$ cat config.mk
export PLATFORM = sky130hd
export DESIGN_NAME = tx_readout_flat
export DESIGN_NICKNAME = d
export VERILOG_FILES = /design/src/rtl/logip_pkg.sv /design/src/rtl/tx_readout_if.sv /design/src/rtl/tx_readout.sv /design/src/flat_wrapper.sv
export SDC_FILE = /design/constraint.sdc
export NUM_CORES = 1
export LEC_CHECK = 0
export BUFFER_PORTS_ARGS = -buffer_cell sky130_fd_sc_hd__buf_2
export CORE_UTILIZATION = 35
export CTS_CLUSTER_SIZE = 12
export DETAILED_ROUTE_END_ITERATION = 10
export GPL_ROUTABILITY_DRIVEN = 0
export SETUP_SLACK_MARGIN = 0.5
export SLEW_MARGIN = 25
export SYNTH_ARGS = -nofsm -noshare
export SYNTH_HDL_FRONTEND = slang
export SYNTH_SLANG_ARGS = --single-unit
$ cat constraint.sdc
create_clock -name clk_i -period 2.1 [get_ports clk_i]
set_input_delay 0 -clock clk_i [delete_from_list [all_inputs] [get_ports clk_i]]
set_output_delay 0 -clock clk_i [all_outputs]
set_load 0.005 [all_outputs]
$ cat src/rtl/logip_pkg.sv
// Shared definitions for the sample readout path.
//   readout_state_t : readout sequencer states
//   SAMPLE_W        : sample word width
//   MEM_RD_LAT      : sample RAM read latency in cycles. The sequencer's
//                     single WAIT state covers exactly this latency.
package logip_pkg;
  localparam int SAMPLE_W   = 32;
  localparam int MEM_RD_LAT = 1;

  typedef enum logic [2:0] {
    IDLE,
    FETCH,
    WAIT,
    SEND,
    DONE
  } readout_state_t;
endpackage

$ cat src/rtl/tx_readout_if.sv
// Bus bundle between the readout sequencer, the sample RAM read port and
// the UART TX word handshake.
//   mem_rd_o / mem_addr_o : RAM read strobe and address (sequencer drives)
//   mem_data_i            : RAM read data, valid one cycle after mem_rd_o
//   stb_o / data_o        : word offered to the UART TX (sequencer drives)
//   rdy_i                 : UART TX accepts the word while stb_o is high
// master = sequencer side, slave = RAM/UART side.
interface tx_readout_if #(parameter int ADDR_W = 10);
  import logip_pkg::*;

  logic                mem_rd_o;
  logic [ADDR_W-1:0]   mem_addr_o;
  logic [SAMPLE_W-1:0] mem_data_i;
  logic                stb_o;
  logic [SAMPLE_W-1:0] data_o;
  logic                rdy_i;

  modport master (
    output mem_rd_o, mem_addr_o, stb_o, data_o,
    input  mem_data_i, rdy_i
  );

  modport slave (
    input  mem_rd_o, mem_addr_o, stb_o, data_o,
    output mem_data_i, rdy_i
  );
endinterface

$ cat src/rtl/tx_readout.sv
// Readout sequencer: on start, fetches cnt_i samples from the sample RAM one
// word at a time and hands each word to the UART TX over stb/rdy.
//   clk_i, rst_in     : clock, async active-low reset
//   start_i, abort_i  : start command (ignored while busy), synchronous cancel
//   last_addr_i,cnt_i : newest sample address and word count, taken at start
//   busy_o, done_o    : readout in progress, one-cycle completion pulse
//   bus (master)      : RAM read port and UART TX word handshake
// Build option LOGIP_READOUT_REVERSE_EN: newest sample first (start at
// last_addr_i, decrement). Default: oldest first (start at
// last_addr_i - count + 1, increment). Addresses wrap modulo 2^ADDR_W.
module tx_readout
  import logip_pkg::*;
#(
  parameter int ADDR_W = 10
) (
  input  logic              clk_i,
  input  logic              rst_in,
  input  logic              start_i,
  input  logic              abort_i,
  input  logic [ADDR_W-1:0] last_addr_i,
  input  logic [ADDR_W:0]   cnt_i,
  output logic              busy_o,
  output logic              done_o,
  tx_readout_if.master      bus
);

  localparam logic [ADDR_W:0]   DEPTH = {1'b1, {ADDR_W{1'b0}}};
  localparam logic [ADDR_W:0]   C_ONE = {{ADDR_W{1'b0}}, 1'b1};
  localparam logic [ADDR_W-1:0] A_ONE = {{(ADDR_W-1){1'b0}}, 1'b1};

  readout_state_t      state_q, state_d;
  logic [ADDR_W:0]     cnt_q;
  logic [ADDR_W-1:0]   addr_q;
  logic                stb_q;
  logic [SAMPLE_W-1:0] data_q;

  logic [ADDR_W:0]     cnt_eff;
  logic [ADDR_W-1:0]   addr_start, addr_next;
  logic                accept, capture, xfer;

  // A full-depth request is the most the RAM can hold.
  assign cnt_eff = (cnt_i > DEPTH) ? DEPTH : cnt_i;

`ifdef LOGIP_READOUT_REVERSE_EN
  assign addr_start = last_addr_i;
  assign addr_next  = addr_q - A_ONE;
`else
  // For a full-depth count the low bits are 0, giving last+1: the oldest word.
  assign addr_start = last_addr_i - cnt_eff[ADDR_W-1:0] + A_ONE;
  assign addr_next  = addr_q + A_ONE;
`endif

  always_ff @(posedge clk_i or negedge rst_in) begin
    if (!rst_in) state_q <= IDLE;
    else         state_q <= state_d;
  end

  always_comb begin
    state_d      = state_q;
    accept       = 1'b0;
    capture      = 1'b0;
    xfer         = 1'b0;
    bus.mem_rd_o = (state_q == FETCH);
    busy_o       = (state_q != IDLE);
    done_o       = (state_q == DONE);
    case (state_q)
      IDLE: begin
        // start together with abort is dropped
        if (start_i && !abort_i) begin
          accept  = 1'b1;
          state_d = (cnt_eff == '0) ? DONE : FETCH;
        end
      end
      FETCH: state_d = abort_i ? IDLE : WAIT;
      WAIT: begin
        if (abort_i) state_d = IDLE;
        else begin
          capture = 1'b1;
          state_d = SEND;
        end
      end
      SEND: begin
        // abort wins over a transfer in the same cycle
        if (abort_i) state_d = IDLE;
        else if (stb_q && bus.rdy_i) begin
          xfer    = 1'b1;
          state_d = (cnt_q == C_ONE) ? DONE : FETCH;
        end
      end
      DONE:    state_d = IDLE;
      default: state_d = IDLE;
    endcase
  end

  always_ff @(posedge clk_i or negedge rst_in) begin
    if (!rst_in) begin
      cnt_q  <= '0;
      addr_q <= '0;
      stb_q  <= 1'b0;
      data_q <= '0;
    end else begin
      if (accept) begin
        cnt_q  <= cnt_eff;
        addr_q <= addr_start;
      end
      if (capture) begin
        data_q <= bus.mem_data_i;
        stb_q  <= 1'b1;
      end
      if (xfer) begin
        stb_q  <= 1'b0;
        cnt_q  <= cnt_q - C_ONE;
        addr_q <= addr_next;
      end
      if (abort_i && state_q != IDLE) stb_q <= 1'b0;
    end
  end

  assign bus.mem_addr_o = addr_q;
  assign bus.stb_o      = stb_q;
  assign bus.data_o     = data_q;

endmodule

$ cat src/flat_wrapper.sv
// flat-port wrapper written by rule: the top's interface ports become plain ports
module tx_readout_flat import logip_pkg::*;
#(
  parameter int ADDR_W = 10
)
  (clk_i, rst_in, start_i, abort_i, last_addr_i, cnt_i, busy_o, done_o, bus_mem_rd_o, bus_mem_addr_o, bus_stb_o, bus_data_o, bus_mem_data_i, bus_rdy_i);
  tx_readout_if #(.ADDR_W(ADDR_W)) bus_i ();
  input  logic clk_i;
  input  logic rst_in;
  input  logic start_i;
  input  logic abort_i;
  input  logic [ADDR_W-1:0] last_addr_i;
  input  logic [ADDR_W:0] cnt_i;
  output logic busy_o;
  output logic done_o;
  output wire logic [$bits(bus_i.mem_rd_o)-1:0] bus_mem_rd_o;
  output wire logic [$bits(bus_i.mem_addr_o)-1:0] bus_mem_addr_o;
  output wire logic [$bits(bus_i.stb_o)-1:0] bus_stb_o;
  output wire logic [$bits(bus_i.data_o)-1:0] bus_data_o;
  input wire logic [$bits(bus_i.mem_data_i)-1:0] bus_mem_data_i;
  input wire logic [$bits(bus_i.rdy_i)-1:0] bus_rdy_i;
  assign bus_mem_rd_o = bus_i.mem_rd_o;
  assign bus_mem_addr_o = bus_i.mem_addr_o;
  assign bus_stb_o = bus_i.stb_o;
  assign bus_data_o = bus_i.data_o;
  assign bus_i.mem_data_i = bus_mem_data_i;
  assign bus_i.rdy_i = bus_rdy_i;
  tx_readout #(.ADDR_W(ADDR_W)) u_core (.clk_i(clk_i), .rst_in(rst_in), .start_i(start_i), .abort_i(abort_i), .last_addr_i(last_addr_i), .cnt_i(cnt_i), .busy_o(busy_o), .done_o(done_o), .bus(bus_i));
endmodule
==> results.toml, run 1 <==
[status]
outcome = "finished clean"

[yosys]
synth-async-reset-ratio = 1.000
ys_ff_latch = 57
netlist_instances = 292
yosysTopAreaCell = "dfrtp_1"
yosysMostFrequentCell = "dfrtp_1"
synth_compound_area_frac = 0.1389
ys_top_cells_by_count = "dfrtp_1, mux2_2, nand2_1"
synthXorXnorAreaFrac = 0.02486
synthSimpleGateAreaFrac = 0.1464
synth_top_family_by_area = "simple AND/OR/NAND/NOR gates"
synth-main-ff-cell = "dfrtp_1"
syn_area_per_cell_um2 = 10.86
seq_area_frac_synth = 0.4499
syn_area_mm2 = 0.003171
synth_top_area_share = 0.4499
synth_cell_types = 56
muxShareOfSynthArea = 0.1204
synth-edff-count = 0
yosys-top-cells-area = "dfrtp_1, mux2_2, ha_1, nand2_1, xor2_1"
synthAdderAreaFrac = 0.08524
syn_nets = 371
yosys_warnings = 0

[final_layout]
diodes = 0
area_growth_pct = 67.17
nets = 562
drive_above_1_share = 0.5307
postLayoutCoreUtil = 0.6048
fin_area_mm2 = 0.005300

[pwr]
clock_power_share = 0.174
power_switching_share = 0.3513
p_leak_nw = 2.446
intPower_mw = 3.766
pwr-share-seq = 0.362
cellPowerDensity_mw_per_mm2 = 1095
irDropWorstVdd_mv = 0.3622
switching_power_mw = 2.039
pwr-share-comb = 0.464

[critical_path]
rrSetupSlack_ns = 0.35
critPathLaunchType = "primary input"
path_class = "primary input to flop"
cp.arrival_ns = 2.01
cp_max_fo = 8
required_ns = 2.32
cp-end-kind = "flop"
worstReg2RegStart = "u_core.cnt_q[4]$_DFFE_PN0P_"
r2r_cells = 6
r2r-end = "u_core.cnt_q[10]$_DFFE_PN0P_"

[cts]
cts_tree = "built"
clk_root_buffer_cell = "clkbuf_8"
path_clk_slew_ns = 0.07
cts_num_sinks = 57
clock_path_buffers = 2
clk-insertion-delay-late_ns = 0.34
cts_buffers = 9
htree_levels = 3

[drt]
drc = 0
antenna_left = 0
wire_per_inst_um = 17.05
vias_per_cell = 5.253
drt_iter0_drc = 150
detail_route.wirelength_mm = 10.16
vias = 3131
first_pass_iters = 4

[sta]
drv_slew = 0
skew_ns = 0.01075
maxSlewHeadroom = 0.5439
post-route-period-util = 0.8509
setup_slack_ns = 0.3131
clock.fmax_mhz = 559.6
rsz0062_at_grt = "yes"
report.final.hold_viol_count = 0
period_needed_ns = 1.787
setup_viol = 0
worst_pin_slew_ns = 0.6842

[placed_design]
placed_area_mm2 = 0.004019
dp_hpwl_mm = 6.075
portBuffers = 103
pre_cts_slack_ns = -0.1126

[die]
rows = 34
die_w_um = 97.18
die_y_um = 97.18
start_util = 0.3618
core_mm2 = 0.008763
die_area_mm2 = 0.009443
io_pins = 104

[grt]
grt_pass1_vias = 2956
grt_max_degree = 33
overflow = 0
grtUsageTotal = 0.1920
use_met1 = 0.2459
top_usage_layer = "met2"
grt_pass1_wl_mm = 14.46
grtUsageMet3 = 0.03022
antenna_found_initial = 0
use_met2 = 0.3267

[min_path]
min-delay-start = "cnt_i[10]"
whs_path_depth = 4
hold_end = "u_core.cnt_q[9]$_DFFE_PN0P_"
hp-class = "primary input to flop"

[flow_run]
cap_viol_max_count = 0
## critical path, stage by stage
cell and delay, ns:
buf_12 0.09, clkinvlp_4 0.17, nand2_2 0.15, ha_4 0.15, ha_4 0.14, inv_2 0.04
fa_2 0.39, nor2b_2 0.14, o31a_1 0.21, o22a_1 0.18, xor2_1 0.07, o221a_2 0.28
## metrics by stage
| step | total power, mW | hold slack (ns) | cells | TNS [ns] |
|---|---|---|---|---|
| 3_5_place_dp | 4.063 | 0.08243 | 513 | -0.2251 |
| 6_report | 5.805 | 0.04246 | 596 | 0 |
| 5_1_grt | 6.174 | 0.05519 | 596 | 0 |
| 4_1_cts | 5.321 | 0.01344 | 580 | 0 |
| 2_1_floorplan | 3.194 | -0.2956 | 292 | 0 |
| 3_3_place_gp | 4.009 | 0.08502 | 513 | -0.08607 |
## sequential cells by signal, summed over array words and instances (netlist names)
signal                 cells
u_core.bus.data_o         32
u_core.bus.mem_addr_o     10
u_core.bus.stb_o           1
u_core.state_q             3
u_core.cnt_q              11
## how the worst max path moves through the flow
stage | to | start | slack, ns | cells past startpoint
floorplan | u_core.bus.mem_addr_o[9]$_DFFE_PN0P_ | cnt_i[10] | 0.20 | 9
global placement | u_core.bus.mem_addr_o[9]$_DFFE_PN0P_ | cnt_i[10] | -0.06 | 10
detailed placement | u_core.bus.mem_addr_o[7]$_DFFE_PN0P_ | cnt_i[10] | -0.11 | 12
CTS | u_core.bus.mem_addr_o[9]$_DFFE_PN0P_ | cnt_i[10] | 0.33 | 10
global route | u_core.bus.mem_addr_o[9]$_DFFE_PN0P_ | cnt_i[10] | 0.21 | 12
finish | u_core.bus.mem_addr_o[9]$_DFFE_PN0P_ | cnt_i[10] | 0.31 | 12
## what timing repair did
item,CTS,global route
cloned,0,5
hold endpoints to repair,67,0
hold buffers,38,0
pin swaps,15,24
endpoints found under the setup margin,20,48
setup buffers,13,11
resized for setup,34,67
## cell usage in the layout (no fill, tap or decap), types with 4 or more instances in the layout
cell type      Yosys  routed
nand2_1           27      20
and3_1             8       6
o21ai_1            0       4
dfrtp_1           57      54
nand3_2            0       4
nor4_1             5       4
nand3_1           12       8
o21ai_0           10       4
clkbuf_8           0       9
o211ai_1           5       5
mux2_4             0      32
xor2_1             7       7
buf_12             0       5
dlygate4sd3_1      0      38
a21oi_1           10       9
buf_4              0      36
clkbuf_16          0       4
ha_4               0      12
nor2_1            12       8
ha_1              20       7
buf_2              9     102
inv_1             12       8
buf_6              1       7
nand2_2            0       5
## power by group through the flow
stage	registers (mW)	logic, mW	clock network (mW)
2_1_floorplan	2.03	1.16	0
3_3_place_gp	2.06	1.95	0
3_5_place_dp	2.07	1.99	0
4_1_cts	2.05	2.24	1.04
5_1_grt	2.17	2.92	1.08
6_report	2.10	2.69	1.01
## routing by layer
layer	vias to the layer above	part of all wire
li1	1480	-
met1	1522	0.45
met2	117	0.49
met3	12	0.049
met4	0	0.012
met5	-	0
## cell families after synthesis
group | after synthesis
multiplexers | 34
flip-flops | 57
adder cells (fa/ha/maj) | 21
buffers and inverters | 24
AND/OR/NAND/NOR | 86
AO/OA/AOI/OAI | 61
XOR/XNOR | 9
## final cells by class
type | count | area [um^2]
Inverter | 12 | 48.80
Timing Repair Buffer | 192 | 1440
Clock buffer | 10 | 127.6
Tap cell | 108 | 135.1
Fill cell | 703 | 3463
Sequential cell | 57 | 1430
Multi-Input combinational cell | 211 | 2051
Clock inverter | 6 | 67.56
Note: power is estimated with default switching activity, not from simulation.
==> run 2: changes to the inputs <==
--- a/config.mk
+++ b/config.mk
@@ -10,6 +10,7 @@
 export CTS_CLUSTER_SIZE = 12
 export DETAILED_ROUTE_END_ITERATION = 10
 export GPL_ROUTABILITY_DRIVEN = 0
+export PLACE_DENSITY_LB_ADDON = 0.2
 export SETUP_SLACK_MARGIN = 0.5
 export SLEW_MARGIN = 25
 export SYNTH_ARGS = -nofsm -noshare
==> results.toml, run 2 (synthesis gave the netlist of run 1 again) <==
[min_path]
hp-class = "primary input to flop"
min-delay-start = "cnt_i[6]"
whs_path_depth = 4
hold_end = "u_core.cnt_q[6]$_DFFE_PN0P_"

[sta]
maxSlewHeadroom = 0.5098
report.final.hold_viol_count = 0
setup_viol = 0
period_needed_ns = 1.774
drv_slew = 0
clock.fmax_mhz = 563.8
skew_ns = 0.008182
post-route-period-util = 0.8446
rsz0062_at_grt = "yes"
worst_pin_slew_ns = 0.7353

[critical_path]
crit_slowest_cell = "or4_4"
max_stage_delay_ns = 0.55
crit_path_cell_trace = "or4_4, nor4_4, buf_4, nand4_1, o32ai_2, and3_1"
r2r-end = "u_core.state_q[2]$_DFFE_PN0P_"
cp.arrival_ns = 2.04
path_class = "flop to flop"
cp_max_fo = 5
rrSetupSlack_ns = 0.33
critPathLaunchType = "flop"
worstReg2RegStart = "u_core.cnt_q[2]$_DFFE_PN0P_"
cp-end-kind = "flop"
required_ns = 2.37
r2r_cells = 6

[cts]
clock_path_buffers = 2
htree_levels = 3
path_clk_slew_ns = 0.07
cts_num_sinks = 57
clk_root_buffer_cell = "clkbuf_8"
cts_buffers = 9
cts_tree = "built"
clk-insertion-delay-late_ns = 0.34

[drt]
wire_per_inst_um = 15.46
antenna_left = 0
drt_iter0_drc = 74
drc = 0
detail_route.wirelength_mm = 8.995
vias = 2957
first_pass_iters = 5
vias_per_cell = 5.081

[placed_design]
place_inst = 511
placed_area_mm2 = 0.003979
portBuffers = 103
dp_hpwl_mm = 6.082

[pwr]
p_leak_nw = 2.240
cellPowerDensity_mw_per_mm2 = 1130
irDropWorstVdd_mv = 0.3836

[final_layout]
diodes = 0
final_common_cell = "buf_2"
fin_area_mm2 = 0.004876
largest_register_ffs = 32
mostFrequentLayoutCells = "buf_2, dfrtp_1, dlygate4sd3_1"
final_cell_count_no_fill = 582
nets = 548
drive_above_1_share = 0.4789
area_growth_pct = 53.79

[grt]
grtUsageTotal = 0.1930
grt_pass1_wl_mm = 14.52
grt_max_degree = 58
grt_pass1_vias = 3019
overflow = 0
antenna_found_initial = 0

[flow_run]
cap_viol_max_count = 0

[die]
core_mm2 = 0.008763
start_util = 0.3618
rows = 34
die_y_um = 97.18
io_pins = 104
die_area_mm2 = 0.009443
die_w_um = 97.18

[status]
outcome = "finished clean"
## run 2: changes by cell type in the layout (fill, tap and decap cells not counted), sizes merged
cell         previous run  this run
buf                   150       138
bufinv                  1         2
clkbuf                 14        10
clkinv                  2         3
clkinvlp                3         2
dlygate4sd3            38        39
## run 2: worst max-delay path by stage
| stage | from | endpoint | slack (ns) | cells after the start |
|---|---|---|---|---|
| after floorplan | cnt_i[10] | u_core.bus.mem_addr_o[9]$_DFFE_PN0P_ | 0.20 | 9 |
| after global placement | cnt_i[10] | u_core.bus.mem_addr_o[9]$_DFFE_PN0P_ | -0.01 | 10 |
| after detailed placement | cnt_i[10] | u_core.bus.mem_addr_o[9]$_DFFE_PN0P_ | -0.07 | 10 |
| after CTS | u_core.cnt_q[3]$_DFFE_PN0P_ | u_core.state_q[2]$_DFFE_PN0P_ | 0.30 | 6 |
| after global routing | u_core.cnt_q[2]$_DFFE_PN0P_ | u_core.state_q[2]$_DFFE_PN0P_ | 0.26 | 6 |
| final | u_core.cnt_q[2]$_DFFE_PN0P_ | u_core.state_q[2]$_DFFE_PN0P_ | 0.33 | 6 |
## run 2: layout make-up
cell class	count	area, um^2
fillers	759	3887
clock buffers	9	123.9
repair buffers	178	1224
well taps	108	135.1
flip-flops and latches	57	1430
clock inverters	7	102.6
inverters	12	48.80
multi-input cells	211	1812
## run 2: report_power, final
group	total [mW]	switching [mW]	internal (mW)
clock	1.16	0.487	0.677
combinational	2.28	1.04	1.25
sequential	2.06	0.425	1.64
total	5.51	1.95	3.56
## run 2: metal layers
metal	vias up	GRT usage	wire [um]
met3	7	0.04317	418
met2	90	0.3164	4345
li1	1445	-	-
met4	0	0.05970	116
met1	1415	0.2534	4116
met5	-	0	0
## run 2: timing repair
action / CTS / global route
endpoints found under the hold margin: 95 / 0
cloned: 0 / 1
hold buffers: 39 / 0
endpoints found under the setup margin: 22 / 55
pin swaps: 8 / 10
setup buffers: 6 / 9
gates resized for setup: 16 / 19
## run 2: metrics by stage
stage,hold slack (ns),total power [mW],setup WS [ns],utilization,TNS [ns]
2_1_floorplan,-0.2956,3.194,0.2046,-,0
3_3_place_gp,0.1996,4.009,-0.01154,0.4540,-0.01154
3_5_place_dp,0.1944,4.066,-0.07089,0.4540,-0.1032
4_1_cts,0.006779,5.378,0.2960,0.5367,0
5_1_grt,0.02508,5.916,0.2607,0.5564,0
6_report,0.01512,5.510,0.3264,0.5564,0
## run 2: critical path, delay by kind of cell (launching register included)
kind	cells	cell delay, ns
AO/OA/AOI/OAI	1	0.13
AND/OR/NAND/NOR	4	0.98
flip-flops	1	0.41
buffers and inverters	1	0.17
